<file path="src/rtl/nes_pad_reader_pkg.sv">
// Shared definitions for the NES pad reader: FSM states and button bit positions
// (the button indices are also used by the game logic).
package nes_pad_reader_pkg;

    typedef enum logic [2:0] {
        ST_IDLE  = 3'd0,
        ST_LATCH = 3'd1,
        ST_GAP   = 3'd2,
        ST_HIGH  = 3'd3,
        ST_LOW   = 3'd4,
        ST_DONE  = 3'd5
    } state_t;

    localparam int unsigned BTN_A      = 0;
    localparam int unsigned BTN_B      = 1;
    localparam int unsigned BTN_SELECT = 2;
    localparam int unsigned BTN_START  = 3;
    localparam int unsigned BTN_UP     = 4;
    localparam int unsigned BTN_DOWN   = 5;
    localparam int unsigned BTN_LEFT   = 6;
    localparam int unsigned BTN_RIGHT  = 7;

endpackage

</file>
<file path="src/rtl/nes_pad_reader_sync_ff.sv">
// Multi-stage synchroniser for an asynchronous input. Resets to 1 so an idle
// pulled-up pad line never reads as a pressed button.
module sync_ff #(
    parameter int unsigned STAGES = 2
) (
    input  logic clk,
    input  logic rst_n,
    input  logic d,
    output logic q
);

    logic [STAGES-1:0] chain;

    always_ff @(posedge clk or negedge rst_n) begin
        if (!rst_n) begin
            chain <= '1;
        end else begin
            chain <= {chain[STAGES-2:0], d};
        end
    end

    assign q = chain[STAGES-1];

endmodule

</file>
<file path="src/rtl/nes_pad_reader.sv">
// NES-style gamepad initiator: on poll, strobes latch, clocks out 8 active-low
// button bits from a 4021-style pad and presents them as an active-high byte.
module nes_pad_reader
    import nes_pad_reader_pkg::*;
#(
    parameter int unsigned HALF_BIT_CYCLES = 150,
    parameter int unsigned SYNC_STAGES     = 2
) (
    input  logic       clk,
    input  logic       rst_n,
    input  logic       poll,
    input  logic       nes_data,
    output logic       nes_latch,
    output logic       nes_clk,
    output logic [7:0] buttons,
    output logic       buttons_valid,
    output logic       busy
);

    localparam int unsigned CW = $clog2(HALF_BIT_CYCLES);
    localparam logic [CW-1:0] CNT_LAST = CW'(HALF_BIT_CYCLES - 1);

    logic          data_sync;
    state_t        state;
    logic [CW-1:0] cnt;
    logic [2:0]    idx;
    logic          second;
    logic [7:0]    shift;
    logic          cnt_last;

    sync_ff #(.STAGES(SYNC_STAGES)) u_sync (
        .clk   (clk),
        .rst_n (rst_n),
        .d     (nes_data),
        .q     (data_sync)
    );

    assign cnt_last = (cnt == CNT_LAST);

    always_ff @(posedge clk or negedge rst_n) begin
        if (!rst_n) begin
            state         <= ST_IDLE;
            cnt           <= '0;
            idx           <= '0;
            second        <= 1'b0;
            shift         <= '0;
            nes_latch     <= 1'b0;
            nes_clk       <= 1'b0;
            buttons       <= '0;
            buttons_valid <= 1'b0;
            busy          <= 1'b0;
        end else begin
            buttons_valid <= 1'b0;
            case (state)
                ST_IDLE: begin
                    if (poll) begin
                        state     <= ST_LATCH;
                        nes_latch <= 1'b1;
                        busy      <= 1'b1;
                        cnt       <= '0;
                        second    <= 1'b0;
                    end
                end
                // Latch spans two full passes of the unit counter.
                ST_LATCH: begin
                    if (cnt_last) begin
                        cnt <= '0;
                        if (second) begin
                            state     <= ST_GAP;
                            nes_latch <= 1'b0;
                        end else begin
                            second <= 1'b1;
                        end
                    end else begin
                        cnt <= cnt + CW'(1);
                    end
                end
                ST_GAP: begin
                    if (cnt_last) begin
                        cnt      <= '0;
                        shift[0] <= data_sync;
                        idx      <= 3'd1;
                        state    <= ST_HIGH;
                        nes_clk  <= 1'b1;
                    end else begin
                        cnt <= cnt + CW'(1);
                    end
                end
                ST_HIGH: begin
                    if (cnt_last) begin
                        cnt     <= '0;
                        nes_clk <= 1'b0;
                        state   <= ST_LOW;
                    end else begin
                        cnt <= cnt + CW'(1);
                    end
                end
                // The final bit is merged straight into buttons so the byte updates atomically.
                ST_LOW: begin
                    if (cnt_last) begin
                        cnt        <= '0;
                        shift[idx] <= data_sync;
                        if (idx == 3'd7) begin
                            state         <= ST_DONE;
                            buttons       <= ~{data_sync, shift[6:0]};
                            buttons_valid <= 1'b1;
                        end else begin
                            idx     <= idx + 3'd1;
                            state   <= ST_HIGH;
                            nes_clk <= 1'b1;
                        end
                    end else begin
                        cnt <= cnt + CW'(1);
                    end
                end
                ST_DONE: begin
                    busy  <= 1'b0;
                    state <= ST_IDLE;
                end
                default: begin
                    state <= ST_IDLE;
                end
            endcase
        end
    end

endmodule
</file>
<file path="config.mk">
export PLATFORM = sky130hd
export DESIGN_NAME = nes_pad_reader
export DESIGN_NICKNAME = d
export VERILOG_FILES = /design/src/rtl/nes_pad_reader_pkg.sv /design/src/rtl/nes_pad_reader_sync_ff.sv /design/src/rtl/nes_pad_reader.sv
export SDC_FILE = /design/constraint.sdc
export NUM_CORES = 1
export LEC_CHECK = 0
export ABC_AREA = 1
export BUFFER_PORTS_ARGS = -buffer_cell sky130_fd_sc_hd__buf_4
export CAP_MARGIN = 20
export CORE_UTILIZATION = 30
export CTS_CLUSTER_DIAMETER = 50
export DETAILED_ROUTE_END_ITERATION = 7
export GPL_ROUTABILITY_DRIVEN = 0
export SYNTH_ARGS = -nofsm -noshare
export SYNTH_HDL_FRONTEND = slang
export SYNTH_HIERARCHICAL = 1
export SYNTH_SLANG_ARGS = --single-unit
</file>
<file path="constraint.sdc">
create_clock -name clk -period 1.8 [get_ports clk]
set_input_delay 0.36 -clock clk [delete_from_list [all_inputs] [get_ports clk]]
set_output_delay 0.36 -clock clk [all_outputs]
set_load 0.01 [all_outputs]
</file>
==> results of run 1 <==
-- worst reg2reg max path, delay by kind of cell (launching register included) --
kind / cells / cell delay [ps]
flip-flops: 1 / 400
AND/OR/NAND/NOR: 4 / 560
adder cells (fa/ha/maj): 1 / 230
AO/OA/AOI/OAI: 1 / 190
buffers and inverters: 2 / 190
-- layer usage --
layer / vias to the layer above / part of all wire / GRT usage
li1: 785 / - / -
met1: 658 / 0.48 / 0.157
met2: 26 / 0.46 / 0.182
met3: 5 / 0.035 / 0.0371
met4: 0 / 0.016 / 0.0482
met5: - / 0 / 0
-- state kept, by name (all words and copies together), names as in the netlist --
register,flops
cnt,8
buttons_valid,1
u_sync/chain,2
buttons,8
busy,1
state,3
idx,3
nes_clk,1
shift,7
nes_latch,1
second,1
-- cell type report --
type                    count  area [sq um]  share of cell area
well taps                  75          93.8              0.0433
repair buffers             17           128              0.0589
clock buffers               5          68.8              0.0317
flip-flops and latches     36           903               0.417
clock inverters             3          18.8             0.00866
multi-input cells         159           835               0.385
inverters                  32           121              0.0560
-- timing repair --
action                                  in CTS  in global routing
hold buffers                                 0                  0
hold endpoints to repair                     0                  0
buffers inserted                             0                  1
endpoints found under the setup margin       0                  7
-- logic make-up (layout without fill, tap and decap cells) --
logic type,Yosys count,count (layout),synth area share
and+or+nand+nor,124,125,0.314
DFF,36,36,0.480
buffers and inverters,36,57,0.0812
AOI/OAI and AO/OA,30,30,0.0978
adders and majority gates,4,4,0.0266
-- how the worst max path moves through the flow --
stage,startpoint,endpoint,slack (ps)
detailed placement,cnt[1]$_DFFE_PN0P_,buttons[2]$_DFFE_PN0P_,160
CTS,cnt[1]$_DFFE_PN0P_,buttons[2]$_DFFE_PN0P_,140
finish,cnt[1]$_DFFE_PN0P_,buttons[2]$_DFFE_PN0P_,170
global placement,cnt[1]$_DFFE_PN0P_,buttons[1]$_DFFE_PN0P_,190
global route,cnt[1]$_DFFE_PN0P_,buttons[2]$_DFFE_PN0P_,7
floorplan,cnt[1]$_DFFE_PN0P_,buttons[7]$_DFFE_PN0P_,310
-- power breakdown --
part,switching [mW],internal (mW)
clock,0.303,0.269
sequential,0.135,0.916
combinational,0.513,0.249
total,0.950,1.43
-- metrics by stage --
| step | power [mW] | worst slack (ps) | cell area (sq um) | std cells |
|---|---|---|---|---|
| 4_1_cts | 2.42 | 139 | 2150 | 325 |
| 5_1_grt | 2.58 | 7.38 | 2170 | 327 |
| 3_3_place_gp | 1.83 | 194 | 2060 | 317 |
| 6_report | 2.38 | 166 | 2170 | 327 |
| 3_5_place_dp | 1.83 | 161 | 2060 | 317 |
| 2_1_floorplan | 1.63 | 315 | 1880 | 230 |
-- placed cells by master (no fill, tap or decap), types with 2 or more instances in the layout --
cell type  netlist  final
nand3_1         19     19
inv_2            6      6
inv_1           25     25
nand4_1          6      6
nor2_1          14     14
o21ai_0         14     14
o21ai_1          5      5
nor3_1           4      4
nand2_1         65     65
dfrtp_1         34     34
nand2_2          6      6
o21ai_2          8      8
dfstp_2          2      2
nor2_2           4      4
buf_4            0     17
ha_1             4      4
nor2_4           3      3
clkbuf_8         0      5
clkinv_2         1      3
==> flow_summary.yaml, run 1 <==
run:
  drv_cap: 0
route:
  drc: 0
  dr.pass1.iters: 4
  wirelength_um: 3670
  viasPerCell: 4.51
  drt_iter0_drc: 113
  postRouteAntennaNets: 0
  num_vias: 1474
  wire_per_inst_um: 11.2
timing:
  setup_viol: 0
  slew_violations: 0
  finalCritPeriodShare: 0.908
  tightestPinTransition_ps: 449
  fin_hold_ws_ps: -1.08
  clock_skew_ps: 5.84
  rsz0062_at_grt: "no"
  setup_tns_ps: 0
  maxSlewHeadroom: 0.701
  period_minus_slack_ps: 1630
  fmax_mhz: 612
  final-hold-violation-count: 1
power_and_ir_drop:
  power.density_nw_per_um2: 1100
  p_leak_nw: 1.08
  vdd_drop_max_mv: 0.434
worst_hold_path:
  holdCritPathClass: "primary input to asynchronous set/reset pin"
yosys:
  syn_inst: 230
  postSynth.asyncResetShare: 1.00
  ys_seq_area_frac: 0.480
  yosys_register_bits: 36
  ys.flop_type: "dfrtp_1"
  syn-cell-area_sq_um: 1880
  yosys_warnings: 6
  postSynthAreaPerCell_sq_um: 8.18
  synth_top_area_cell: "dfrtp_1"
  ys_top_cells_by_count: "nand2_1 (65), dfrtp_1 (34), inv_1 (25)"
  synthTopCellsByArea: "dfrtp_1 (45%), nand2_1 (13%), nand3_1 (5.1%), inv_1 (5.0%), o21ai_0 (3.7%)"
  synth_edf_count: 0
  synth_top_area_frac: 0.452
  yosysUniqueCellTypes: 26
  synth_nets: 238
  synth_most_common_cell: "nand2_1"
critical_path:
  path_delay_family: "simple AND/OR/NAND/NOR gates"
  reg2reg_depth: 8
  critPathCaptureType: "flip-flop"
  path_buf_inv: 2
  worstSetupStartpointType: "flip-flop"
  crit_fanout: 8
  cp_slowest_cell: "dfrtp_1"
  cp.required_ps: 2020
  r2r-end: "buttons[2]$_DFFE_PN0P_"
  critical_path_depth: 8
  r2r_start: "cnt[1]$_DFFE_PN0P_"
  r2r_slack_ps: 170
  slowest_delay_ps: 400
  cp.arrival_ps: 1850
  critPathKind: "flip-flop to flip-flop"
  cp_cell_sequence: "inv_1 > ha_1 > nand2_1 > nor2_2 > nand2_2 > clkinv_2 > nand3_2 > o21ai_2"
global_routing:
  grt_max_degree: 37
  grt_overflow: 0
  grt_pass1_vias: 1309
  grt_util_all_layers: 0.120
  antenna_found_initial: 0
  grt_first_pass_wirelength_um: 5920
floorplanning:
  rows: 28
  dieArea_sq_um: 6590
  die_width_um: 81.2
  die_y_um: 81.2
  initial_core_util: 0.314
  coreArea_sq_um: 5990
  io_pins: 16
layout:
  fin_util: 0.362
  layout-drive-gt1-share: 0.234
  nNetsFinal: 259
  area_growth_pct: 15.3
  antenna_cells: 0
  fillerInstances: 613
outcome:
  violations: "hold timing"
  outcome: "finished, violations left"
cts:
  insertion_delay_ps: 290
  cts_tree: "done"
  htreeDepth: 2
  cts_max_path_buffers: 2
  cts-root-buf: "clkbuf_8"
  cts.clk_slew.worst_paths_ps: 80
  numCtsBuffers: 5
  post_cts_resized: 0
  cts.sinks: 36
placed_design:
  portBuffers: 15
  place_hpwl_um: 2540
Power figures use the tool's default switching activity.
==> inputs of run 2 (changes only) <==
- SYNTH_HIERARCHICAL: 1 -> not set
==> run 2 against run 1 <==
Net effect: the run now ends clean; flip-flop and latch count is the same; register-to-register slack better by 150 ps; hold slack gained 24 ps; count of clock-buffer cells in the layout grew 1; sequential share of layout area up 0.36 points; total power is 40% lower; critical endpoint is now cnt[2]$_DFFE_PN0P_; global-route usage increased by 0.13 points; largest cell class unchanged; clock power grew 4.7%.
==> flow_summary.yaml, run 2 <==
cts:
  post_cts_resized: 0
  numCtsBuffers: 5
  cts-root-buf: "clkbuf_8"
  post_cts_buffers: 0
  insertion_delay_ps: 290
  cts.clk_slew.worst_paths_ps: 80
  cts_tree: "done"
  cts_max_path_buffers: 2
  cts_hold_buf: 0
  htreeDepth: 2
  cts.sinks: 36
power_and_ir_drop:
  power_frac_comb: 0.015
  p_int_mw: 1.12
  swShare: 0.219
  power.density_nw_per_um2: 669
  pwr-share-seq: 0.567
  p_sw_mw: 0.315
  p_total_mw: 1.44
  vdd_drop_max_mv: 0.236
  p_leak_nw: 1.14
  clock_power_share: 0.418
global_routing:
  grt_overflow: 0
  antenna_found_initial: 0
  grt_pass1_vias: 1348
  grt_util_all_layers: 0.121
  grt_max_degree: 37
  grt_first_pass_wirelength_um: 6000
floorplanning:
  initial_core_util: 0.313
  rows: 28
  die_width_um: 80.8
  io_pins: 16
  coreArea_sq_um: 5960
  dieArea_sq_um: 6530
  die_y_um: 80.8
critical_path:
  path_buf_inv: 2
  critPathKind: "flip-flop to flip-flop"
  crit_fanout: 6
  cp_cell_sequence: "inv_1 > nand2_2 > nor2_1 > nand2_1 > nand2_1 > inv_1 > nand2_1 > o21ai_0"
  r2r_start: "state[0]$_DFFE_PN0P_"
  critPathCaptureType: "flip-flop"
  r2r-end: "cnt[2]$_DFFE_PN0P_"
  startpoint: "state[0]$_DFFE_PN0P_"
  worstSetupStartpointType: "flip-flop"
  path_common_cell: "nand2_1"
  cp.arrival_ps: 1650
  r2r_slack_ps: 320
  cp.required_ps: 1970
  path_delay_family: "simple AND/OR/NAND/NOR gates"
  reg2reg_depth: 8
  slowest_delay_ps: 440
  cp_slowest_cell: "dfrtp_1"
timing:
  final-hold-violation-count: 0
  setup_ws_ps: 318
  maxSlewHeadroom: 0.693
  rsz0062_at_grt: "no"
  period_minus_slack_ps: 1480
  setup_viol: 0
  fmax_mhz: 675
  clock_skew_ps: 7.76
  fin_hold_ws_ps: 23.0
  slew_violations: 0
  tightestPinTransition_ps: 460
  finalCritPeriodShare: 0.823
  setup_tns_ps: 0
placed_design:
  portBuffers: 15
  dp_cells: 329
  preCtsSetupSlack_ps: 336
  place_hpwl_um: 2510
  place_area_sq_um: 2060
yosys:
  synthTopCellsByArea: "dfrtp_1 (46%), nand2_1 (18%), inv_1 (5.8%), nand3_1 (5.6%), o21ai_0 (4.6%)"
  postSynth.asyncResetShare: 1.00
  postSynthAreaPerCell_sq_um: 7.80
  synth_top_area_frac: 0.456
  syn-cell-area_sq_um: 1860
  synth_most_common_cell: "nand2_1"
  yosysUniqueCellTypes: 24
  synth_nets: 247
  ys_seq_area_frac: 0.485
  ys.flop_type: "dfrtp_1"
  synth_edf_count: 0
  ys_top_cells_by_count: "nand2_1 (89), dfrtp_1 (34), inv_1 (29)"
  yosys_warnings: 0
  synth_top_area_cell: "dfrtp_1"
  yosys_register_bits: 36
  syn_inst: 239
layout:
  fillerInstances: 636
  top_regs: "buttons: 8 flops, cnt: 8 flops, shift: 7 flops"
  stdcell_count: 337
  antenna_cells: 0
  final_cell_mix: "nand2_1 (89), dfrtp_1 (34), inv_1 (29), nand3_1 (21), buf_4 (18)"
  fin_area_sq_um: 2150
  fin_util: 0.361
  layout-drive-gt1-share: 0.156
  area_growth_pct: 15.3
  final_common_cell: "nand2_1"
  nNetsFinal: 269
route:
  viasPerCell: 4.46
  num_vias: 1504
  drt_iter0_drc: 86
  dr.pass1.iters: 4
  postRouteAntennaNets: 0
  wirelength_um: 3490
  drc: 0
  wire_per_inst_um: 10.4
worst_hold_path:
  holdCritPathClass: "primary input to asynchronous set/reset pin"
outcome:
  outcome: "finished, final reports clean"
run:
  drv_cap: 0
## run 2: kinds of logic after synthesis
family	synth area share
buffers and inverters	0.0839
adder cells (fa/ha/maj)	0.0268
flip-flops	0.485
AO/OA/AOI/OAI	0.0685
AND/OR/NAND/NOR	0.336
## run 2: area by class of cell
cell class              count  area, sq um  area share
clock inverters             2         10.0     0.00466
well taps                  75         93.8      0.0437
multi-input cells         168          805       0.374
inverters                  32          120      0.0559
repair buffers             18          135      0.0629
flip-flops and latches     36          903       0.420
clock buffers               6         82.6      0.0384
## run 2: per-layer routing
layer | track usage | share of wire
met5 | 0 | 0
met4 | 0.0429 | 0.013
met3 | 0.0337 | 0.038
met2 | 0.196 | 0.46
met1 | 0.154 | 0.49
## run 2: worst max-delay path by stage
stage | endpoint | slack, ps | cells past startpoint
final | cnt[2]$_DFFE_PN0P_ | 320 | 8
after global routing | cnt[0]$_DFFE_PN0P_ | 90 | 8
after detailed placement | buttons[5]$_DFFE_PN0P_ | 340 | 9
after floorplan | state[0]$_DFFE_PN0P_ | 440 | 9
after CTS | buttons[5]$_DFFE_PN0P_ | 320 | 9
after global placement | cnt[0]$_DFFE_PN0P_ | 330 | 8
## run 2: power by group through the flow
stage / registers, mW / clock network [mW] / logic, mW
2_1_floorplan: 0.830 / 0 / 0.00155
3_3_place_gp: 0.831 / 0 / 0.0237
3_5_place_dp: 0.831 / 0 / 0.0240
4_1_cts: 0.815 / 0.620 / 0.0239
5_1_grt: 0.815 / 0.658 / 0.0265
6_report: 0.815 / 0.600 / 0.0222
